[src/rtl/i2c_txn_arbiter_pkg.sv]
// Shared types and constants for the I2C transaction arbiter.
// Holds the FSM state encoding, bus field widths and the saturating error-count helper.
package i2c_txn_arbiter_pkg;

  localparam int I2C_ADDR_W = 7;
  localparam int I2C_DATA_W = 8;
  localparam int ERR_CNT_W  = 16;

  localparam logic OP_WRITE = 1'b0;
  localparam logic OP_READ  = 1'b1;

  typedef enum logic [2:0] {
    ST_IDLE,
    ST_ISSUE,
    ST_WAIT_DONE,
    ST_RESP,
    ST_ABORT
  } arb_state_t;

  // Counter sticks at all-ones instead of wrapping.
  function automatic logic [ERR_CNT_W-1:0] err_cnt_inc(input logic [ERR_CNT_W-1:0] cnt);
    return (&cnt) ? cnt : cnt + 1'b1;
  endfunction

endpackage

[src/rtl/i2c_txn_arbiter_if.sv]
// Requester-side and master-engine-side signals of the I2C transaction arbiter.
// 'master' is the arbiter's view (it drives the engine); 'slave' is the environment's view.
interface i2c_txn_arbiter_if
  import i2c_txn_arbiter_pkg::*;
#(
  parameter int N_REQ = 4
) ();

  logic [N_REQ-1:0]            req;
  logic [N_REQ-1:0]            req_rw;
  logic [N_REQ*I2C_ADDR_W-1:0] req_addr;
  logic [N_REQ*I2C_DATA_W-1:0] req_wdata;
  logic [N_REQ-1:0]            gnt;
  logic [N_REQ-1:0]            rsp_valid;
  logic [I2C_DATA_W-1:0]       rsp_rdata;
  logic                        rsp_err;
  logic                        rsp_timeout;
  logic [ERR_CNT_W-1:0]        err_cnt;

  logic                        m_newd;
  logic                        m_op;
  logic [I2C_ADDR_W-1:0]       m_addr;
  logic [I2C_DATA_W-1:0]       m_din;
  logic                        m_abort;
  logic                        m_busy;
  logic                        m_done;
  logic [I2C_DATA_W-1:0]       m_dout;
  logic                        m_ack_err;

  modport master (
    input  req, req_rw, req_addr, req_wdata,
    output gnt, rsp_valid, rsp_rdata, rsp_err, rsp_timeout, err_cnt,
    output m_newd, m_op, m_addr, m_din, m_abort,
    input  m_busy, m_done, m_dout, m_ack_err
  );

  modport slave (
    output req, req_rw, req_addr, req_wdata,
    input  gnt, rsp_valid, rsp_rdata, rsp_err, rsp_timeout, err_cnt,
    input  m_newd, m_op, m_addr, m_din, m_abort,
    output m_busy, m_done, m_dout, m_ack_err
  );

endinterface

[src/rtl/i2c_txn_arbiter_rr_pick.sv]
// Combinational round-robin picker: first set request bit scanning upward from last_i+1 (mod N_REQ).
// The grant pointer register lives in the parent.
module i2c_txn_arbiter_rr_pick #(
  parameter int N_REQ = 4,
  parameter int IDX_W = 2
) (
  input  logic [N_REQ-1:0] req_i,
  input  logic [IDX_W-1:0] last_i,
  output logic [IDX_W-1:0] win_o,
  output logic             any_o
);

  // Scan from the farthest candidate back to the nearest so the nearest hit is assigned last.
  always_comb begin
    logic [IDX_W-1:0] cand;
    cand  = '0;
    win_o = '0;
    any_o = 1'b0;
    for (int k = N_REQ; k >= 1; k--) begin
      cand = IDX_W'((int'(last_i) + k) % N_REQ);
      if (req_i[cand]) begin
        win_o = cand;
        any_o = 1'b1;
      end
    end
  end

endmodule

[src/rtl/i2c_txn_arbiter.sv]
// Shares one I2C master engine between N_REQ requesters, one single-byte transaction per grant.
// Round-robin grant, command capture, start pulse, done/watchdog wait, response back to the winner.
module i2c_txn_arbiter
  import i2c_txn_arbiter_pkg::*;
#(
  parameter int N_REQ       = 4,
  parameter int TIMEOUT_CYC = 20000
) (
  input  logic              clk,
  input  logic              rst,
  i2c_txn_arbiter_if.master bus
);

  localparam int IDX_W = (N_REQ > 1) ? $clog2(N_REQ) : 1;
  localparam int TMR_W = $clog2(TIMEOUT_CYC + 1);
  localparam logic [TMR_W-1:0] TMR_LAST = TMR_W'(TIMEOUT_CYC - 1);
  localparam logic [IDX_W-1:0] IDX_LAST = IDX_W'(N_REQ - 1);

  arb_state_t            state_q;
  logic [IDX_W-1:0]      last_gnt_q;
  logic [IDX_W-1:0]      win_q;
  logic [TMR_W-1:0]      timer_q;
  logic [N_REQ-1:0]      gnt_q;
  logic [N_REQ-1:0]      rsp_valid_q;
  logic [I2C_DATA_W-1:0] rsp_rdata_q;
  logic                  rsp_err_q;
  logic                  rsp_timeout_q;
  logic [ERR_CNT_W-1:0]  err_cnt_q;
  logic                  m_newd_q;
  logic                  m_op_q;
  logic [I2C_ADDR_W-1:0] m_addr_q;
  logic [I2C_DATA_W-1:0] m_din_q;
  logic                  m_abort_q;

  logic [IDX_W-1:0]      pick_idx;
  logic                  pick_any;
  logic                  cmd_rw_d;
  logic [I2C_ADDR_W-1:0] cmd_addr_d;
  logic [I2C_DATA_W-1:0] cmd_din_d;
  logic [I2C_DATA_W-1:0] rd_byte_d;
  logic [ERR_CNT_W-1:0]  err_cnt_d;

  function automatic logic [N_REQ-1:0] onehot(input logic [IDX_W-1:0] idx);
    onehot      = '0;
    onehot[idx] = 1'b1;
  endfunction

  i2c_txn_arbiter_rr_pick #(
    .N_REQ (N_REQ),
    .IDX_W (IDX_W)
  ) u_pick (
    .req_i  (bus.req),
    .last_i (last_gnt_q),
    .win_o  (pick_idx),
    .any_o  (pick_any)
  );

  always_comb begin
    cmd_rw_d   = bus.req_rw[pick_idx];
    cmd_addr_d = bus.req_addr[int'(pick_idx)*I2C_ADDR_W +: I2C_ADDR_W];
    cmd_din_d  = bus.req_wdata[int'(pick_idx)*I2C_DATA_W +: I2C_DATA_W];
    rd_byte_d  = (m_op_q == OP_READ) ? bus.m_dout : '0;
    err_cnt_d  = err_cnt_inc(err_cnt_q);
  end

  // Outputs are registered: each state's outputs are loaded on the transition into it.
  // The timer counts from the ISSUE cycle, so the abort lands TIMEOUT_CYC cycles after m_newd.
  always_ff @(posedge clk) begin
    if (rst) begin
      state_q       <= ST_IDLE;
      last_gnt_q    <= IDX_LAST;
      win_q         <= '0;
      timer_q       <= '0;
      gnt_q         <= '0;
      rsp_valid_q   <= '0;
      rsp_rdata_q   <= '0;
      rsp_err_q     <= 1'b0;
      rsp_timeout_q <= 1'b0;
      err_cnt_q     <= '0;
      m_newd_q      <= 1'b0;
      m_op_q        <= OP_WRITE;
      m_addr_q      <= '0;
      m_din_q       <= '0;
      m_abort_q     <= 1'b0;
    end else begin
      m_newd_q      <= 1'b0;
      m_abort_q     <= 1'b0;
      rsp_valid_q   <= '0;
      rsp_rdata_q   <= '0;
      rsp_err_q     <= 1'b0;
      rsp_timeout_q <= 1'b0;
      case (state_q)
        ST_IDLE: begin
          if (pick_any && !bus.m_busy) begin
            win_q    <= pick_idx;
            m_op_q   <= cmd_rw_d;
            m_addr_q <= cmd_addr_d;
            m_din_q  <= cmd_din_d;
            gnt_q    <= onehot(pick_idx);
            m_newd_q <= 1'b1;
            timer_q  <= '0;
            state_q  <= ST_ISSUE;
          end
        end
        ST_ISSUE: begin
          timer_q <= timer_q + 1'b1;
          state_q <= ST_WAIT_DONE;
        end
        ST_WAIT_DONE: begin
          if (bus.m_done) begin
            rsp_valid_q <= onehot(win_q);
            rsp_rdata_q <= rd_byte_d;
            rsp_err_q   <= bus.m_ack_err;
            if (bus.m_ack_err) err_cnt_q <= err_cnt_d;
            state_q     <= ST_RESP;
          end else if (timer_q == TMR_LAST) begin
            m_abort_q     <= 1'b1;
            rsp_valid_q   <= onehot(win_q);
            rsp_err_q     <= 1'b1;
            rsp_timeout_q <= 1'b1;
            err_cnt_q     <= err_cnt_d;
            state_q       <= ST_ABORT;
          end else begin
            timer_q <= timer_q + 1'b1;
          end
        end
        ST_RESP, ST_ABORT: begin
          gnt_q      <= '0;
          last_gnt_q <= win_q;
          state_q    <= ST_IDLE;
        end
        default: state_q <= ST_IDLE;
      endcase
    end
  end

  assign bus.gnt         = gnt_q;
  assign bus.rsp_valid   = rsp_valid_q;
  assign bus.rsp_rdata   = rsp_rdata_q;
  assign bus.rsp_err     = rsp_err_q;
  assign bus.rsp_timeout = rsp_timeout_q;
  assign bus.err_cnt     = err_cnt_q;
  assign bus.m_newd      = m_newd_q;
  assign bus.m_op        = m_op_q;
  assign bus.m_addr      = m_addr_q;
  assign bus.m_din       = m_din_q;
  assign bus.m_abort     = m_abort_q;

endmodule

[src/flat_wrapper.sv]
// flat-port wrapper written by rule: the top's interface ports become plain ports
module i2c_txn_arbiter_flat import i2c_txn_arbiter_pkg::*;
#(
  parameter int N_REQ       = 4,
  parameter int TIMEOUT_CYC = 20000
)
  (clk, rst, bus_req, bus_req_rw, bus_req_addr, bus_req_wdata, bus_gnt, bus_rsp_valid, bus_rsp_rdata, bus_rsp_err, bus_rsp_timeout, bus_err_cnt, bus_m_newd, bus_m_op, bus_m_addr, bus_m_din, bus_m_abort, bus_m_busy, bus_m_done, bus_m_dout, bus_m_ack_err);
  i2c_txn_arbiter_if #(.N_REQ(N_REQ)) bus_i ();
  input  logic clk;
  input  logic rst;
  input wire logic [$bits(bus_i.req)-1:0] bus_req;
  input wire logic [$bits(bus_i.req_rw)-1:0] bus_req_rw;
  input wire logic [$bits(bus_i.req_addr)-1:0] bus_req_addr;
  input wire logic [$bits(bus_i.req_wdata)-1:0] bus_req_wdata;
  output wire logic [$bits(bus_i.gnt)-1:0] bus_gnt;
  output wire logic [$bits(bus_i.rsp_valid)-1:0] bus_rsp_valid;
  output wire logic [$bits(bus_i.rsp_rdata)-1:0] bus_rsp_rdata;
  output wire logic [$bits(bus_i.rsp_err)-1:0] bus_rsp_err;
  output wire logic [$bits(bus_i.rsp_timeout)-1:0] bus_rsp_timeout;
  output wire logic [$bits(bus_i.err_cnt)-1:0] bus_err_cnt;
  output wire logic [$bits(bus_i.m_newd)-1:0] bus_m_newd;
  output wire logic [$bits(bus_i.m_op)-1:0] bus_m_op;
  output wire logic [$bits(bus_i.m_addr)-1:0] bus_m_addr;
  output wire logic [$bits(bus_i.m_din)-1:0] bus_m_din;
  output wire logic [$bits(bus_i.m_abort)-1:0] bus_m_abort;
  input wire logic [$bits(bus_i.m_busy)-1:0] bus_m_busy;
  input wire logic [$bits(bus_i.m_done)-1:0] bus_m_done;
  input wire logic [$bits(bus_i.m_dout)-1:0] bus_m_dout;
  input wire logic [$bits(bus_i.m_ack_err)-1:0] bus_m_ack_err;
  assign bus_i.req = bus_req;
  assign bus_i.req_rw = bus_req_rw;
  assign bus_i.req_addr = bus_req_addr;
  assign bus_i.req_wdata = bus_req_wdata;
  assign bus_gnt = bus_i.gnt;
  assign bus_rsp_valid = bus_i.rsp_valid;
  assign bus_rsp_rdata = bus_i.rsp_rdata;
  assign bus_rsp_err = bus_i.rsp_err;
  assign bus_rsp_timeout = bus_i.rsp_timeout;
  assign bus_err_cnt = bus_i.err_cnt;
  assign bus_m_newd = bus_i.m_newd;
  assign bus_m_op = bus_i.m_op;
  assign bus_m_addr = bus_i.m_addr;
  assign bus_m_din = bus_i.m_din;
  assign bus_m_abort = bus_i.m_abort;
  assign bus_i.m_busy = bus_m_busy;
  assign bus_i.m_done = bus_m_done;
  assign bus_i.m_dout = bus_m_dout;
  assign bus_i.m_ack_err = bus_m_ack_err;
  i2c_txn_arbiter #(.N_REQ(N_REQ), .TIMEOUT_CYC(TIMEOUT_CYC)) u_core (.clk(clk), .rst(rst), .bus(bus_i));
endmodule
[config.mk]
export PLATFORM = sky130hd
export DESIGN_NAME = i2c_txn_arbiter_flat
export DESIGN_NICKNAME = d
export VERILOG_FILES = /design/src/rtl/i2c_txn_arbiter_pkg.sv /design/src/rtl/i2c_txn_arbiter_if.sv /design/src/rtl/i2c_txn_arbiter_rr_pick.sv /design/src/rtl/i2c_txn_arbiter.sv /design/src/flat_wrapper.sv
export SDC_FILE = /design/constraint.sdc
export NUM_CORES = 1
export LEC_CHECK = 0
export ABC_AREA = 1
export CAP_MARGIN = 30
export CORE_UTILIZATION = 25
export DETAILED_ROUTE_END_ITERATION = 7
export GPL_TIMING_DRIVEN = 0
export SYNTH_ARGS = -nofsm -noshare
export SYNTH_HDL_FRONTEND = slang
export SYNTH_SLANG_ARGS = --single-unit
[constraint.sdc]
create_clock -name clk -period 4.17 [get_ports clk]
set_input_delay 1.0425 -clock clk [delete_from_list [all_inputs] [get_ports clk]]
set_output_delay 1.0425 -clock clk [all_outputs]
set_load 0.05 [all_outputs]
==> flow_summary.toml <==
[sta]
skew_ps = 3.785
clock.fmax_mhz = 368.3
whs_ps = 471.4
tns_ps = 0
post-route-period-util = 0.6511
worst_pin_slew_ps = 702.3
drv_slew = 0
rsz0062_at_grt = "no"
setup_viol = 0
relSlewSlack = 0.5318
fin_crit_ps = 2715
hold_viol = 0

[yosys]
syn_avg_cell_area_um2 = 6.667
synth_area_leaders = "dfxtp_1 (34%), nand2_1 (14%), nand3_1 (9.3%)"
syn_area_um2 = 4260
synth_top_cell_by_area = "dfxtp_1"
yosysTopAreaCellShare = 0.3430
synthXorXnorAreaFrac = 0.03495
synth.most_common_cell = "nand2_1"
ys_ff_latch = 73
ys_seq_area_frac = 0.3430
synthAdderAreaFrac = 0.005874
synthDistinctLibCells = 39
synth_nets = 722
yosys-top-cells-count = "nand2_1 (161), nand3_1 (79), dfxtp_1 (73), nor2_1 (68), inv_1 (64)"
ys_warn_count = 0
synth.area.mux_share = 0
async_reset_ff_frac = 0
synth_compound_area_frac = 0.1084
syn_inst = 639
synth-simple-area-share = 0.4159
synth_top_family_by_area = "simple AND/OR/NAND/NOR gates"
ys.flop_type = "dfxtp_1"
synth_edf_count = 0

[routing]
dr.pass1.iters = 4
avgViaCountPerCell = 4.449
drt_iter0_drc = 182
vias = 4476
wirelength_um = 12900
ant_nets = 0
wl_per_cell_um = 12.82
drc = 0

[placement]
finalWeightedCongestion = 0.8441
place_hpwl_um = 9861
io_buffer_count = 132
postPlaceCellArea_um2 = 5857

[layout]
fin_util = 0.3691
final_layout_size_suffix_gt1_frac = 0.1005
finalNetCount = 865
fin_area_um2 = 6121
synthToLayoutAreaGrowth_pct = 43.67
fillers = 1850
antenna_cells = 0

[worst_setup_path]
start_kind = "primary input"
crit_type = "primary input to flop"
endpoint_kind = "flop"
cp.arrival_ps = 2950
ff2ff_path_depth = 11
cp.required_ps = 4400
path_max_fanout = 10

[run_status]
outcome = "completed"

[power_and_ir_drop]
p_leak_nw = 2.432
max-vdd-ir-drop_mv = 0.3138
p_total_mw = 4.227
cellPowerDensity_nw_per_um2 = 690.6

[clocking]
clock_latency_ps = 340
cts_repair_resize_count = 0
cts_made_buffers = 9
path_clk_slew_ps = 60
cts_setup_buffers = 0
clock_sinks = 73
cts_buffer_depth = 2
cts_hold_buf = 0
h-tree-depth = 3
cts-root-buf = "clkbuf_16"
cts_tree = "yes"

[hold_path]
hold_path.class = "flop to flop"
hold_depth = 2

[global_routing]
grt_use_total = 0.1529
grt_pass1_wl_um = 21380
gr-total-overflow = 0
grt_pass1_vias = 4279
grt_max_degree = 12
antenna_found_initial = 0

[floorplanning]
die_y_um = 132.5
fp.dieW_um = 132.5
rows = 47
io_pins = 133
die_area_um2 = 17570
core_area_um2 = 16580
start_util = 0.2569

[job]
drv_cap = 0
layout make-up:
type	count	area (um^2)	area share
Inverter	67	256.5	0.04191
Buffer	24	135.1	0.02208
Clock inverter	3	17.52	0.002862
Clock buffer	12	246.5	0.04027
Sequential cell	73	1461	0.2388
Tap cell	220	275.3	0.04497
Timing Repair Buffer	132	1321	0.2159
Multi-Input combinational cell	475	2407	0.3933
stage by stage:
step	setup slack, ps	cells
6_report	1455	1006
5_1_grt	1251	1006
4_1_cts	1450	1006
3_5_place_dp	1102	991
3_3_place_gp	1125	991
2_1_floorplan	1904	639
placed cells by master, fill, tap and decap left out, drive strengths merged, types with 2 or more instances in the layout:
cell,synthesis,final
nand3,82,82
nand2,185,185
clkinv,0,2
dfxtp,73,73
o22ai,2,2
nand4,13,13
nor2,75,75
xor2,12,12
nor3,19,19
o21ai,20,20
clkbuf,8,20
ha,2,2
xnor2,5,5
inv,67,67
nand3b,4,4
buf,16,16
o21a,13,13
clkdlybuf4s50,0,132
nor4,4,4
a21oi,34,34
final timing paths:
kind	start	end	slack, ps
worst max-delay path	bus_m_done	u_core.bus.err_cnt[0]	1450
worst min-delay path	u_core.bus.gnt[0]	u_core.bus.gnt[0]	470
worst max register to register	u_core.timer_q[0]	u_core.bus.err_cnt[0]	1950
worst min register to register	u_core.bus.gnt[0]	u_core.bus.gnt[0]	470
kinds of logic (layout without fill, tap and decap cells):
group	after synthesis	count (layout)
AO/OA/AOI/OAI	72	72
XOR/XNOR	17	17
AND/OR/NAND/NOR	384	384
flip-flops	73	73
buffers and inverters	91	238
adder cells (fa/ha/maj)	2	2
metal layers:
| metal | vias up | share of wire | track usage |
|---|---|---|---|
| li1 | 2350 | - | - |
| met1 | 1999 | 0.46 | 0.1849 |
| met2 | 112 | 0.45 | 0.2512 |
| met3 | 15 | 0.072 | 0.06092 |
| met4 | 0 | 0.013 | 0.03959 |
| met5 | - | 0 | 0 |
power by group:
group	switching, mW	leakage (nW)	internal, mW
Combinational	1.77	1.71	0.845
Clock	0.293	0.128	0.414
Sequential	0.0799	0.593	0.828
flip-flops by register name (all words and copies together) (netlist names), 2 cells and up:
signal,cells
u_core.bus.rsp_rdata,8
u_core.bus.m_addr,7
u_core.state_q,3
u_core.bus.m_din,8
u_core.bus.err_cnt,16
u_core.bus.rsp_valid,4
u_core.bus.gnt,4
u_core.timer_q,15
u_core.win_q,2
u_core.last_gnt_q,2
worst max-delay path: stages:
cell             delay [ps]
clkdlybuf4s50_1         470
inv_1                   160
nor2_1                   80
nor2_1                  420
nand3_2                 290
buf_2                   260
o21ai_0                 160
a21oi_1                  50
Note: power is estimated with default switching activity, not from simulation.
